<file path="src/rtl/systolic_matmul_ctrl.sv">
// Tile-level sequencer for the systolic array: issues the N A/B BRAM fetches,
// drives clk_cnt / matmul_op_in_progress for data setup, and holds the masks for the whole op.
module systolic_matmul_ctrl #(
    parameter int unsigned MAT_MUL_SIZE       = 8,
    parameter int unsigned AWIDTH             = 10,
    parameter int unsigned MASK_WIDTH         = 8,
    parameter int unsigned MEM_ACCESS_LATENCY = 1
) (
    input  logic                  clk,
    input  logic                  reset,
    input  logic                  start,
    input  logic [AWIDTH-1:0]     a_base_addr,
    input  logic [AWIDTH-1:0]     b_base_addr,
    input  logic [AWIDTH-1:0]     a_stride,
    input  logic [AWIDTH-1:0]     b_stride,
    input  logic [MASK_WIDTH-1:0] mask_a_rows_in,
    input  logic [MASK_WIDTH-1:0] mask_a_cols_in,
    input  logic [MASK_WIDTH-1:0] mask_b_rows_in,
    input  logic [MASK_WIDTH-1:0] mask_b_cols_in,
    output logic                  busy,
    output logic                  done,
    output logic                  matmul_op_in_progress,
    output logic [7:0]            clk_cnt,
    output logic [AWIDTH-1:0]     a_addr,
    output logic [AWIDTH-1:0]     b_addr,
    output logic                  a_mem_en,
    output logic                  b_mem_en,
    output logic [MASK_WIDTH-1:0] validity_mask_a_rows,
    output logic [MASK_WIDTH-1:0] validity_mask_a_cols,
    output logic [MASK_WIDTH-1:0] validity_mask_b_rows,
    output logic [MASK_WIDTH-1:0] validity_mask_b_cols
);

    localparam int unsigned CNT_W    = 8;
    localparam int unsigned LAST_CNT = 3 * MAT_MUL_SIZE + MEM_ACCESS_LATENCY - 2;

    typedef enum logic [1:0] {
        IDLE = 2'd0,
        RUN  = 2'd1,
        DONE = 2'd2
    } state_t;

    state_t                state, state_nxt;
    logic [AWIDTH-1:0]     a_stride_q, b_stride_q;
    logic [AWIDTH-1:0]     a_stride_nxt, b_stride_nxt;
    logic                  busy_nxt, done_nxt, mop_nxt;
    logic [CNT_W-1:0]      clk_cnt_nxt, cnt_inc;
    logic [AWIDTH-1:0]     a_addr_nxt, b_addr_nxt;
    logic                  a_en_nxt, b_en_nxt;
    logic [MASK_WIDTH-1:0] mar_nxt, mac_nxt, mbr_nxt, mbc_nxt;

    assign cnt_inc = clk_cnt + CNT_W'(1);

    // Next-state and next-output logic; everything holds unless a state says otherwise.
    always_comb begin
        state_nxt    = state;
        busy_nxt     = busy;
        done_nxt     = 1'b0;
        mop_nxt      = matmul_op_in_progress;
        clk_cnt_nxt  = clk_cnt;
        a_addr_nxt   = a_addr;
        b_addr_nxt   = b_addr;
        a_en_nxt     = a_mem_en;
        b_en_nxt     = b_mem_en;
        a_stride_nxt = a_stride_q;
        b_stride_nxt = b_stride_q;
        mar_nxt      = validity_mask_a_rows;
        mac_nxt      = validity_mask_a_cols;
        mbr_nxt      = validity_mask_b_rows;
        mbc_nxt      = validity_mask_b_cols;

        case (state)
            IDLE: begin
                if (start) begin
                    state_nxt    = RUN;
                    busy_nxt     = 1'b1;
                    mop_nxt      = 1'b1;
                    clk_cnt_nxt  = '0;
                    a_addr_nxt   = a_base_addr;
                    b_addr_nxt   = b_base_addr;
                    a_en_nxt     = 1'b1;
                    b_en_nxt     = 1'b1;
                    a_stride_nxt = a_stride;
                    b_stride_nxt = b_stride;
                    mar_nxt      = mask_a_rows_in;
                    mac_nxt      = mask_a_cols_in;
                    mbr_nxt      = mask_b_rows_in;
                    mbc_nxt      = mask_b_cols_in;
                end
            end
            RUN: begin
                if (clk_cnt == CNT_W'(LAST_CNT)) begin
                    state_nxt   = DONE;
                    mop_nxt     = 1'b0;
                    clk_cnt_nxt = '0;
                    done_nxt    = 1'b1;
                    a_en_nxt    = 1'b0;
                    b_en_nxt    = 1'b0;
                end else begin
                    clk_cnt_nxt = cnt_inc;
                    // Fetch window covers clk_cnt 0..N-1; addresses park afterwards.
                    if (cnt_inc < CNT_W'(MAT_MUL_SIZE)) begin
                        a_addr_nxt = a_addr + a_stride_q;
                        b_addr_nxt = b_addr + b_stride_q;
                        a_en_nxt   = 1'b1;
                        b_en_nxt   = 1'b1;
                    end else begin
                        a_en_nxt   = 1'b0;
                        b_en_nxt   = 1'b0;
                    end
                end
            end
            DONE: begin
                state_nxt = IDLE;
                busy_nxt  = 1'b0;
                mop_nxt   = 1'b0;
            end
            default: begin
                state_nxt = IDLE;
            end
        endcase
    end

    always_ff @(posedge clk) begin
        if (reset) begin
            state                 <= IDLE;
            busy                  <= 1'b0;
            done                  <= 1'b0;
            matmul_op_in_progress <= 1'b0;
            clk_cnt               <= '0;
            a_addr                <= '0;
            b_addr                <= '0;
            a_mem_en              <= 1'b0;
            b_mem_en              <= 1'b0;
            a_stride_q            <= '0;
            b_stride_q            <= '0;
            validity_mask_a_rows  <= '0;
            validity_mask_a_cols  <= '0;
            validity_mask_b_rows  <= '0;
            validity_mask_b_cols  <= '0;
        end else begin
            state                 <= state_nxt;
            busy                  <= busy_nxt;
            done                  <= done_nxt;
            matmul_op_in_progress <= mop_nxt;
            clk_cnt               <= clk_cnt_nxt;
            a_addr                <= a_addr_nxt;
            b_addr                <= b_addr_nxt;
            a_mem_en              <= a_en_nxt;
            b_mem_en              <= b_en_nxt;
            a_stride_q            <= a_stride_nxt;
            b_stride_q            <= b_stride_nxt;
            validity_mask_a_rows  <= mar_nxt;
            validity_mask_a_cols  <= mac_nxt;
            validity_mask_b_rows  <= mbr_nxt;
            validity_mask_b_cols  <= mbc_nxt;
        end
    end

endmodule

</file>
<file path="config.mk">
export PLATFORM = sky130hd
export DESIGN_NAME = systolic_matmul_ctrl
export DESIGN_NICKNAME = d
export VERILOG_FILES = /design/src/rtl/systolic_matmul_ctrl.sv
export SDC_FILE = /design/constraint.sdc
export NUM_CORES = 1
export LEC_CHECK = 0
export CAP_MARGIN = 20
export CORE_AREA = 3 3 122 154
export DETAILED_ROUTE_END_ITERATION = 7
export DIE_AREA = 0 0 125 157
export GPL_TIMING_DRIVEN = 0
export PLACE_DENSITY_LB_ADDON = 0.25
export SLEW_MARGIN = 10
export SYNTH_ARGS = -nofsm -noshare
export SYNTH_HDL_FRONTEND = slang
export SYNTH_SLANG_ARGS = --single-unit
</file>
<file path="constraint.sdc">
create_clock -name clk -period 4.63 [get_ports clk]
set_clock_uncertainty 0.15 [all_clocks]
set_input_delay 1.389 -clock clk [delete_from_list [all_inputs] [get_ports clk]]
set_output_delay 1.389 -clock clk [all_outputs]
set_load 0.02 [all_outputs]
</file>
Yosys cells after proc, flatten, opt, wreduce, memory -nomap -nowiden
Index checks and enable logic that the tools add are counted.
Storage, ports and cells
  register bits after elaboration: 86
  latch bits: 0
  RAM bits: 0
  ROM bits: 0
  input port bits: 75
  output and inout bits: 65
  memories: 0
Operators by class
  $add $sub $neg: 3
  multipliers: 0
  divide/modulo/power cells: 0
  magnitude comparators: 1
  equal/unequal tests: 7
  shift-type cells: 0
  multiplexer cells: 22
  bitwise gates (word level): 1
  reduce and logical (&&, ||, !) cells: 11
Operators with widths (count)
  10-bit 2-to-1 mux: 6
  10-bit one-hot mux with 2 select lines: 2
  10-bit adder: 2
  8-bit 2-to-1 mux: 2
  8-bit one-hot mux with 2 select lines: 1
  8-bit by 1-bit adder with 8-bit output (second input constant): 1
  8-bit by 5-bit equality test with 1-bit output (second input constant): 1
  8-bit by 4-bit < comparator with 1-bit output (second input constant): 1
  2-bit != test (second input constant): 4
  2-bit AND reduction: 4
  1-bit 2-to-1 mux: 5
  2-bit 2-to-1 mux: 2
  1-bit one-hot mux with 2 select lines: 2
  2-bit one-hot mux with 2 select lines: 1
  4-bit AND reduction: 1
  2-bit nonzero test: 2
  1-bit one-hot mux with 3 select lines: 1
  3-bit AND reduction: 1
  3-bit nonzero test: 1
  2-bit by 1-bit equality test with 1-bit output (second input constant): 1
  2-bit equality test (second input constant): 1
  2-bit logical NOT: 1
  2-bit OR reduction: 1
  1-bit inverter: 1

Logic depth before layout (Yosys ltp)
  word-level depth: 5
  mapped depth: 10
  gate-level depth less buffers: 8

Worst setup path before layout
OpenSTA, ideal clock, no wires.
  path type: input -> register
  start point: input start
  end point: register a_addr[2]
  setup time: 0.128 ns
  data arrival time: 2.715 ns
  data required time: 4.352 ns
  slack: 1.637 ns
  stages: 8
  path buffers: 2
  cell sequence: and2_1 > clkbuf_1 > nand2_1 > and2_4 > a22oi_4 > buf_8 > mux2i_1 > nor2_1
On the way
  word-level cells in the longest chain between the ends: 2
RTL lines
  from (decl): RTL line 11  | input logic start,
  2-bit != test (no line)
  4-bit AND reduction (no line)
  to (signal assigned): RTL line 147  | a_addr <= a_addr_nxt;
  to (decl): RTL line 24  | output logic [AWIDTH-1:0] a_addr,
Every way passes these cells.
A chain may end at the register's enable or synchronous reset.

Final worst setup path
  start point: input start
  end point: register b_addr[2]
On the way
  word-level cells in the longest chain between the ends: 2
RTL lines
  2-bit != test (no line)
  4-bit AND reduction (no line)
  to (signal assigned): RTL line 148  | b_addr <= b_addr_nxt;
  to (decl): RTL line 25  | output logic [AWIDTH-1:0] b_addr,
Every way passes these cells.

==> qor_table.md <==
| Quantity | Reported | Unit |
| --- | --- | --- |
| Count of input and output buffers | 138 | - |
| # diodes | 0 | - |
| FF/Latch Area | 1720 | um^2 |
| Run status | completed | - |
| Leakage component of the power | 2.40 | nW |
| Setup repair after global routing missed its margin | no | - |
| Reg-to-reg critical path startpoint | state[0]$_SDFFE_PP0P_ | - |
| Placeable core area | 17400 | um^2 |
| Maximum number of pins on one net before global-route repair | 15 | - |
| Category of the worst setup path capture point | flip-flop | - |
| Max capacitance violation total | 0 | - |
| Reg2reg path depth | 10 | - |
| Placement Setup Slack | 0.358 | ns |
| Number of cells upsized or downsized after cts | 0 | - |
| Crit Reg-Reg Endpoint | b_addr[2]$_SDFFE_PP0P_ | - |
| Clock Tree Root | sky130_fd_sc_hd__clkbuf_16 | - |
| Antenna violations before repair | 0 | - |
| Die Outline Area | 19600 | um^2 |
| CTS sink cnt | 86 | - |
| Worst Hold Endpoint | validity_mask_a_cols[0]$_SDFFE_PP0P_ | - |
| Average size of a mapped cell | 8.40 | um^2 |
| Standard-cell row count | 54 | - |
| Post-layout instance area | 6300 | um^2 |
| Number of vias in the routed layout | 4106 | - |
| Number of enable flip-flop cells after synthesis | 0 | - |
| Min-Delay Startpoint | validity_mask_a_cols[0]$_SDFFE_PP0P_ | - |
| Time the final worst path needs with I/O delays and setup | 3.86 | ns |
| Headroom to the max-slew limit | 0.430 | - |
| DP HPWL | 10.3 | mm |
| Avg WL per Cell | 15.2 | um |
| Most used cells in the layout excluding fill and tap cells | 138 x sky130_fd_sc_hd__clkdlybuf4s50_1, 116 x sky130_fd_sc_hd__nand2_1, 86 x sky130_fd_sc_hd__dfxtp_1 | - |
| Flop2flop setup slack | 1.69 | ns |
| Total setup violations reported at the end of the flow | 0 | - |
| Hold violation count in the final report | 0 | - |
| Count of nets left with antenna violations after detail routing | 0 | - |
| Final layout net count | 765 | - |
| Count of cell types in the netlist | 51 | - |
| Most common library cell in the layout ignoring fill and taps | sky130_fd_sc_hd__clkdlybuf4s50_1 | - |
| Critical path type | in -> reg | - |
| Via density | 4.59 | - |
| Combined area of all synthesized cells | 4340 | um^2 |
| Num CTS Buffers | 9 | - |
| Most used flip-flop cell after synthesis | sky130_fd_sc_hd__dfxtp_1 | - |
| Tightest Pin Transition | 0.856 | ns |
| # DRC | 0 | - |
| DRT Wirelength | 13.5 | mm |
| Worst hold slack | 0.303 | ns |
| Clock-pin slew on the worst setup and hold paths | 0.06 | ns |
| Max-slew violation total from the final report | 0 | - |
| Number of levels the H-tree was split into | 3 | - |
| First-pass DRT Iterations | 4 | - |
| Power density over the cells | 342 | nW/um^2 |
| Cell depth of the worst hold path | 2 | - |
| Total routing resource utilization after global routing | 0.139 | - |
| Hold crit path type | reg -> reg | - |
| Fraction of layout instances using a drive strength above 1 | 0.0866 | - |
| Routability congestion estimate | 0.857 | - |
| Clock latency of the later-clocked register in the worst-skew pair | 0.34 | ns |
| Iter 0 DRT Violations | 206 | - |
| VDD IR max | 0.000156 | V |
| Horizontal extent of the die | 125 | um |
| Flip-flop and latch count after synthesis | 86 | - |
| Syn nets | 616 | - |
| Vert. Die Dim | 157 | um |
| CTS tree | built | - |
| Number of setup buffers added after CTS | 0 | - |
| Total Neg Setup Slack | 0 | ns |
| Fill cell total of the finished layout | 1795 | - |
| Post-route core utilization | 0.361 | - |
| Placed Instances | 878 | - |
| Post-route fraction of the period consumed by the critical path | 0.833 | - |
| Post-synthesis sequential area ratio | 0.397 | - |
| Total overflow reported by the global router | 0 | - |
| Crit-path max FO | 10 | - |
| Required time of the worst setup path | 4.68 | ns |
| Vias in the first global route | 4234 | - |
| Async SR Flop Fraction | 0 | - |
| Total power | 2.16 | mW |
| Initial Util | 0.249 | - |
| Syn Inst Count | 516 | - |
| F_max | 259 | MHz |
| Area used by multi-input combinational logic | 2400 | um^2 |
| Cell types with the largest area share after synthesis | sky130_fd_sc_hd__dfxtp_1 40%, sky130_fd_sc_hd__nand2_1 10%, sky130_fd_sc_hd__a21oi_1 8.2%, sky130_fd_sc_hd__ha_1 6.6%, sky130_fd_sc_hd__a211oi_2 3.8% | - |
| Fin worst setup slack | 0.773 | ns |
| Total of hold buffers inserted after clock tree synthesis | 0 | - |
| Type of origin of the critical path | input port | - |
| Buffer levels on the longest clock path | 2 | - |
| Boundary Pins | 140 | - |
| Growth of design area from synthesis to finish | 45.3 | % |
| Post-layout instance count excluding filler cells | 894 | - |
| Library cell with the largest summed area after synthesis | sky130_fd_sc_hd__dfxtp_1 | - |
| Data arrival time of the worst path | 3.91 | ns |
| Post-detailed-placement cell area | 6000 | um^2 |
| Top-area cell type share of the netlist area | 0.397 | - |
| YS warnings | 0 | - |
| First-pass GRT wire length | 22.0 | mm |
## worst max-delay path, cell delays in order
cell                              delay, ns
sky130_fd_sc_hd__clkdlybuf4s50_1       0.58
sky130_fd_sc_hd__and2_1                0.15
sky130_fd_sc_hd__clkbuf_1              0.52
sky130_fd_sc_hd__nand2_1               0.29
sky130_fd_sc_hd__and2_4                0.22
sky130_fd_sc_hd__a22oi_4               0.29
sky130_fd_sc_hd__buf_8                 0.22
sky130_fd_sc_hd__mux2i_1               0.19
sky130_fd_sc_hd__nor2_1                0.05
## per-layer routing
layer / wire length, um / up-vias / GRT usage
li1: - / 2092 / -
met1: 5720 / 1888 / 0.165
met2: 6630 / 100 / 0.239
met3: 838 / 26 / 0.0363
met4: 364 / 0 / 0.0615
met5: 0 / - / 0
## synthesized netlist by cell type, drive strengths merged (2+ instances only)
| cell type | number |
|---|---|
| a22oi | 2 |
| a21o | 2 |
| fa | 2 |
| nor2b | 3 |
| mux2i | 16 |
| o31ai | 4 |
| and2 | 3 |
| o41ai | 2 |
| nand2b | 2 |
| nor3 | 7 |
| nand4 | 4 |
| a211oi | 14 |
| nor2 | 33 |
| or3 | 2 |
| dfxtp | 86 |
| o211ai | 5 |
| buf | 19 |
| o221a | 2 |
| o21bai | 4 |
| a31oi | 3 |
| nand2 | 116 |
| clkbuf | 15 |
| inv | 10 |
| and3 | 5 |
| ha | 23 |
| nand3 | 15 |
| xor2 | 4 |
| or4 | 2 |
| xnor2 | 13 |
| nand3b | 3 |
| o221ai | 3 |
| o21ai | 11 |
| a21oi | 71 |
## registers in the layout, indices dropped and copies added (netlist names)
register,cells
validity_mask_b_cols,8
a_addr,10
clk_cnt,8
validity_mask_b_rows,8
a_stride_q,10
b_stride_q,10
b_mem_en,1
done,1
validity_mask_a_cols,8
validity_mask_a_rows,8
busy,1
matmul_op_in_progress,1
b_addr,10
state,2
## area by class of cell
cell class	count	share of cell area
buffer	34	0.0282
clock buffer	11	0.0385
clock inverter	5	0.00933
inverter	10	0.00596
multi-input combinational	386	0.381
sequential	86	0.273
tap	224	0.0445
timing repair buffer	138	0.219
## kinds of logic (layout without fill, tap and decap cells)
group	Yosys count	in the layout	share of synthesized area
compound gates	130	130	0.201
mux	16	16	0.0369
fa+ha+maj	25	25	0.0756
xor+xnor	17	17	0.0343
buf+inv	44	198	0.0496
flops	86	86	0.397
simple gates	198	198	0.206
## how the worst max path moves through the flow
stage | from | to | slack, ns | cells past startpoint
final | start | b_addr[2]$_SDFFE_PP0P_ | 0.77 | 9
after global routing | start | b_addr[2]$_SDFFE_PP0P_ | 0.57 | 9
after CTS | start | b_addr[2]$_SDFFE_PP0P_ | 0.73 | 9
after detailed placement | start | a_addr[2]$_SDFFE_PP0P_ | 0.36 | 9
after global placement | start | b_addr[2]$_SDFFE_PP0P_ | 0.41 | 9
after floorplan | start | a_addr[2]$_SDFFE_PP0P_ | 1.64 | 8
## power by group
part / total, mW / switching [mW] / internal, mW
combinational: 0.565 / 0.297 / 0.268
sequential: 0.850 / 0.0500 / 0.800
clock: 0.741 / 0.308 / 0.433
Note: power is estimated with default switching activity, not from simulation.
